<file path="src/rtl/alu_ctrl_branch_unit.sv">
// ---------------------------------------------------------------------------
// alu_ctrl_branch_unit
//
// Purpose:
//   Decodes the ID-stage instruction into ALU operation and datapath controls,
//   carries them into EX through an ID/EX control register (with stall and
//   flush), and resolves branches/jumps in EX from the ALU Zero flag.
//
// Ports:
//   clk, rst_n   core clock (rising edge) / asynchronous active-low reset
//   InstrD       ID-stage instruction ([6:0] opcode, [14:12] funct3, [30] funct7b5)
//   StallE       hold the EX control register
//   FlushE       load a bubble into the EX control register
//   ZeroE        ALU Zero flag of the instruction in EX
//   ImmSrcD      combinational immediate-format select for the ID immediate gen
//   IllegalD     combinational, ID instruction is unsupported
//   ALUOpE       registered ALU op (add 000, sub 001, and 010, or 011, slt 100, xor 110)
//   ALUSrcE      registered, 1 selects the immediate as ALU B
//   RegWriteE    registered register-file write enable
//   MemWriteE    registered data-memory write enable
//   ResultSrcE   registered writeback select (00 ALU, 01 memory, 10 PC+4)
//   PCSrcE       combinational redirect of the PC to the branch/jump target
//   FlushD       equals PCSrcE, flushes the IF/ID register
//
// RESET_BUBBLE must be 1: reset always loads a bubble (all EX controls 0).
// ---------------------------------------------------------------------------
module alu_ctrl_branch_unit #(
    parameter int RESET_BUBBLE = 1
) (
    input  logic        clk,
    input  logic        rst_n,
    input  logic [31:0] InstrD,
    input  logic        StallE,
    input  logic        FlushE,
    input  logic        ZeroE,
    output logic [2:0]  ImmSrcD,
    output logic        IllegalD,
    output logic [2:0]  ALUOpE,
    output logic        ALUSrcE,
    output logic        RegWriteE,
    output logic        MemWriteE,
    output logic [1:0]  ResultSrcE,
    output logic        PCSrcE,
    output logic        FlushD
);

    localparam logic [6:0] OP_R      = 7'b0110011;
    localparam logic [6:0] OP_I      = 7'b0010011;
    localparam logic [6:0] OP_LOAD   = 7'b0000011;
    localparam logic [6:0] OP_STORE  = 7'b0100011;
    localparam logic [6:0] OP_BRANCH = 7'b1100011;
    localparam logic [6:0] OP_JAL    = 7'b1101111;

    localparam logic [2:0] ALU_ADD = 3'b000;
    localparam logic [2:0] ALU_SUB = 3'b001;
    localparam logic [2:0] ALU_AND = 3'b010;
    localparam logic [2:0] ALU_OR  = 3'b011;
    localparam logic [2:0] ALU_SLT = 3'b100;
    localparam logic [2:0] ALU_XOR = 3'b110;

    // Only the bubble reset value is supported; the parameter is kept for
    // interface compatibility.
    localparam bit unused_reset_bubble = (RESET_BUBBLE != 0);

    typedef struct packed {
        logic [2:0] alu_op;
        logic       alu_src;
        logic       reg_write;
        logic       mem_write;
        logic [1:0] result_src;
        logic       branch;
        logic       jump;
        logic [1:0] br_type;   // {funct3[2], funct3[0]}: beq 00, bne 01, blt 10, bge 11
    } ex_ctrl_t;

    localparam ex_ctrl_t BUBBLE = '0;

    logic [6:0] opcode;
    logic [2:0] funct3;
    logic       funct7b5;
    logic       unused_instr_bits;

    assign opcode            = InstrD[6:0];
    assign funct3            = InstrD[14:12];
    assign funct7b5          = InstrD[30];
    assign unused_instr_bits = ^{InstrD[31], InstrD[29:15], InstrD[11:7]};

    // Shared funct3 -> ALU op map for R-type and I-ALU. funct3 000 is add here;
    // the R-type decode overrides it with sub when funct7b5 is set.
    logic [2:0] arith_op;
    logic       arith_ok;

    always_comb begin
        arith_op = ALU_ADD;
        arith_ok = 1'b1;
        case (funct3)
            3'b000:  arith_op = ALU_ADD;
            3'b111:  arith_op = ALU_AND;
            3'b110:  arith_op = ALU_OR;
            3'b010:  arith_op = ALU_SLT;
            3'b100:  arith_op = ALU_XOR;
            default: arith_ok = 1'b0;
        endcase
    end

    ex_ctrl_t dec_ctrl;
    logic     dec_illegal;
    logic [2:0] dec_imm_src;

    always_comb begin
        dec_ctrl    = BUBBLE;
        dec_illegal = 1'b0;
        dec_imm_src = 3'b000;
        case (opcode)
            OP_R: begin
                dec_ctrl.reg_write = 1'b1;
                dec_ctrl.alu_op    = (funct3 == 3'b000 && funct7b5) ? ALU_SUB : arith_op;
                dec_illegal        = !arith_ok;
            end
            OP_I: begin
                dec_ctrl.reg_write = 1'b1;
                dec_ctrl.alu_src   = 1'b1;
                dec_ctrl.alu_op    = arith_op;
                dec_illegal        = !arith_ok;
            end
            OP_LOAD: begin
                dec_ctrl.reg_write  = 1'b1;
                dec_ctrl.alu_src    = 1'b1;
                dec_ctrl.result_src = 2'b01;
                dec_illegal         = (funct3 != 3'b010);
            end
            OP_STORE: begin
                dec_imm_src        = 3'b001;
                dec_ctrl.mem_write = 1'b1;
                dec_ctrl.alu_src   = 1'b1;
                dec_illegal        = (funct3 != 3'b010);
            end
            OP_BRANCH: begin
                dec_imm_src      = 3'b010;
                dec_ctrl.branch  = 1'b1;
                dec_ctrl.br_type = {funct3[2], funct3[0]};
                case (funct3)
                    3'b000, 3'b001: dec_ctrl.alu_op = ALU_SUB;
                    3'b100, 3'b101: dec_ctrl.alu_op = ALU_SLT;
                    default:        dec_illegal     = 1'b1;
                endcase
            end
            OP_JAL: begin
                dec_imm_src         = 3'b011;
                dec_ctrl.jump       = 1'b1;
                dec_ctrl.reg_write  = 1'b1;
                dec_ctrl.result_src = 2'b10;
            end
            default: dec_illegal = 1'b1;
        endcase
        // An unsupported instruction travels down the pipe as a harmless add
        // with no side effects.
        if (dec_illegal) begin
            dec_ctrl = BUBBLE;
        end
    end

    assign ImmSrcD  = dec_imm_src;
    assign IllegalD = dec_illegal;

    // ------------------------------------------------------------------ EX
    ex_ctrl_t ex_ctrl_d;
    ex_ctrl_t ex_ctrl_q;
    logic     br_taken;
    logic     pc_src;

    // beq/bge are taken on Zero, bne/blt on !Zero (slt leaves 0 when a >= b).
    assign br_taken = ZeroE ^ (ex_ctrl_q.br_type[1] ^ ex_ctrl_q.br_type[0]);
    assign pc_src   = ex_ctrl_q.jump | (ex_ctrl_q.branch & br_taken);

    // A redirect kills the instruction in ID on the same edge, so it wins
    // over a stall just like an external flush does.
    always_comb begin
        ex_ctrl_d = dec_ctrl;
        if (FlushE || pc_src) begin
            ex_ctrl_d = BUBBLE;
        end else if (StallE) begin
            ex_ctrl_d = ex_ctrl_q;
        end
    end

    always_ff @(posedge clk or negedge rst_n) begin
        if (!rst_n) begin
            ex_ctrl_q <= BUBBLE;
        end else begin
            ex_ctrl_q <= ex_ctrl_d;
        end
    end

    assign ALUOpE     = ex_ctrl_q.alu_op;
    assign ALUSrcE    = ex_ctrl_q.alu_src;
    assign RegWriteE  = ex_ctrl_q.reg_write;
    assign MemWriteE  = ex_ctrl_q.mem_write;
    assign ResultSrcE = ex_ctrl_q.result_src;
    assign PCSrcE     = pc_src;
    assign FlushD     = pc_src;

endmodule

</file>
<file path="config.mk">
export PLATFORM = sky130hd
export DESIGN_NAME = alu_ctrl_branch_unit
export DESIGN_NICKNAME = d
export VERILOG_FILES = /design/src/rtl/alu_ctrl_branch_unit.sv
export SDC_FILE = /design/constraint.sdc
export NUM_CORES = 1
export LEC_CHECK = 0
export ABC_AREA = 1
export BUFFER_PORTS_ARGS = -buffer_cell sky130_fd_sc_hd__buf_2
export CAP_MARGIN = 25
export CORE_MARGIN = 5
export CORE_UTILIZATION = 38
export CTS_CLUSTER_SIZE = 20
export DETAILED_ROUTE_END_ITERATION = 6
export HOLD_SLACK_MARGIN = 0.15
export PLACE_DENSITY_LB_ADDON = 0.3
export SYNTH_ARGS = -nofsm -noshare
export SYNTH_HDL_FRONTEND = slang
export SYNTH_SLANG_ARGS = --single-unit
</file>
<file path="constraint.sdc">
create_clock -name clk -period 1.2 [get_ports clk]
set_input_delay 0.24 -clock clk [delete_from_list [all_inputs] [get_ports clk]]
set_output_delay 0.24 -clock clk [all_outputs]
set_load 0.02 [all_outputs]
</file>
==> results.cfg <==
[detailed_routing]
route.detailed.drc = 0
drt_wl_total_mm = 2.280
wl_per_cell_microns = 10.86
drt_iter0_markers = 12
drt_pass1_iterations = 4
dr_total_vias = 969
viasPerCell = 4.614
route.antenna.remaining_nets = 0

[yosys]
ys_seq_elements = 11
syn_inst = 128
syn_area_sq_um = 850.8
ys.warnings.count = 0
syn-num-nets = 165
syn_area_per_cell_sq_um = 6.647
synth.distinct_cells = 20
yosysSeqAreaShare_pct = 32.35

[critical_path]
reg2reg_depth = 10
crit_family = flip-flops
start_kind = flip-flop
crit_path_end_kind = output pin
r2r-end = ex_ctrl_q[0]
rrSetupSlack_ns = -0.20
crit_buf_inv = 2
crit_cells = 6
required_ns = 0.96
r2r-start = ex_ctrl_q[0]
path_max_fanout = 3
crit_chain = inv_1, nand2_1, nand3_1, nand3_2, nand2_4, buf_6
max_stage_delay_ns = 0.39
crit_path_start = ex_ctrl_q[0]
slowest_stage = dfrtp_1
path_class = flip-flop to output pin
crit_arrival_ns = 1.18

[global_routing]
grt.total_usage_pct = 14.83
grt_overflow_total = 0
grt_pass1_vias = 969
grt_pass1_wl_mm = 3.905
grt_max_degree = 12
antenna_found_initial = 0

[power]
p_leak_nw = 0.7503
peakVddDrop_mv = 0.3950
p_per_area_nw_per_um2 = 577.6

[finish]
drive_above_1_share_pct = 54.40
antennaDiodeCount = 0
nets = 220
stdcell_count = 210
fill_cells = 196
mostFrequentLayoutCells = nand2_1 (31), buf_4 (22), buf_2 (20)
syn_to_final_growth_pct = 67.65
layout_commonest_cell = nand2_1

[sta]
fin_crit_ns = 1.425
layout_setup_ws_ns = -0.2245
finalHoldViolCount = 0
fmax_mhz = 702.0
fin_skew_ns = 0.003184
drv_slew = 0
rsz0062_at_grt = true
setup_viol_count_final = 15
min_period_over_period_pct = 118.7

[min_path]
min_to = ex_ctrl_q[1]
hp-start = StallE
hold_path.class = primary input to flip-flop
holdPathStages = 2

[status]
outcome = finished, violations left
violations = negative setup slack

[placement]
dp.cells = 197
post-place-ws_ns = -0.1982
globalplace.congestion = 0.8177
port_buffers = 28
hpwl_mm = 1.814

[cts]
clk_pin_slew_ns = 0.06
cts-buffers-inserted = 3
cts.sink_count = 11
cts_root_buf = clkbuf_4
clk_latency_ns = 0.26
tritoncts = built
ctsHtreeMaxLevel = 1
cts.path.max_buffers = 2

[flow_run]
drv_cap = 0

[die]
initial_utilization_pct = 39.22
die_x_microns = 57.32
fp-row-count = 17
coreArea_sq_um = 2170
die_h_microns = 57.32
die-area_sq_um = 3285
io_pins = 51
-- cell usage after synthesis --
cell	n	area share, %
nor2_2	4	2.9
inv_1	16	7.1
nand2_4	1	1.3
nor2_4	1	1.3
o21ai_2	3	3.1
buf_4	7	6.2
nand2_1	42	19
nand3_2	2	2.4
nor2_1	12	5.3
o31ai_1	1	0.88
nand2_2	2	1.5
nor3_2	1	1.2
nand3_1	12	7.1
nor3_1	1	0.59
conb_1	1	0.44
dfrtp_1	11	32
a211oi_1	1	0.88
o21ai_0	1	0.59
a21oi_1	1	0.59
nand4_1	8	5.9
-- state kept, by name, summed over array words and instances (netlist names) --
register,flops
ResultSrcE,2
ALUSrcE,1
MemWriteE,1
RegWriteE,1
ALUOpE,3
ex_ctrl_q,3
-- metal layers --
layer	share of wire, %	global-route usage, %	vias up
met4	0	6.954	0
li1	-	-	514
met2	53	26.43	23
met1	43	17.93	432
met5	0	0	-
met3	3.9	1.131	0
-- power by group --
part	internal [W]	switching, W	total, W
Sequential	0.000371	0.000000152	0.000371
Combinational	0.0000917	0.000115	0.000207
Clock	0.000129	0.000117	0.000246
-- stage by stage --
stage	TNS, ns	hold WS [ns]	utilization, %	power [W]	instance area [sq um]
3_3_place_gp	-1.656	0.1183	53.40	0.0005355	1159
3_5_place_dp	-1.894	0.1171	53.40	0.0005398	1159
6_report	-2.414	0.1917	65.74	0.0008238	1426
2_1_floorplan	0	-0.05559	-	0.0004517	885.9
4_1_cts	-2.546	0.1766	62.28	0.0008210	1351
5_1_grt	-3.703	0.1908	65.74	0.0008695	1426
-- worst max path at each step --
stage | end | slack [ns]
floorplan | ALUSrcE | 0.003
detailed placement | ResultSrcE[1] | -0.20
global route | ex_ctrl_q[0] | -0.32
CTS | FlushD | -0.25
global placement | IllegalD | -0.17
finish | PCSrcE | -0.22
-- repair_timing --
action                     in CTS  in global routing
setup endpoints to repair      16                 16
setup buffers                   5                  3
cloned                          1                  0
resized for setup              33                 13
pin swaps                      19                 13
hold endpoints to repair       11                  0
hold buffers                    1                  0
-- layout make-up --
cell class              instances  area (sq um)  area share, %
inverters                      16         60.06          4.211
flip-flops and latches         11         275.3          19.30
well taps                      28         35.03          2.456
repair buffers                 56         434.2          30.44
multi-input cells              95         595.6          41.75
clock buffers                   4         26.28          1.842
-- cells by family (layout without fill, tap and decap cells) --
logic type	count (synthesis)	count (layout)	share of synthesized area, %
simple gates	86	87	47.94
buf+inv	23	76	13.24
other cells	1	1	0.4408
flops	11	11	32.35
compound gates	7	7	6.030
Note: power is estimated with default switching activity, not from simulation.
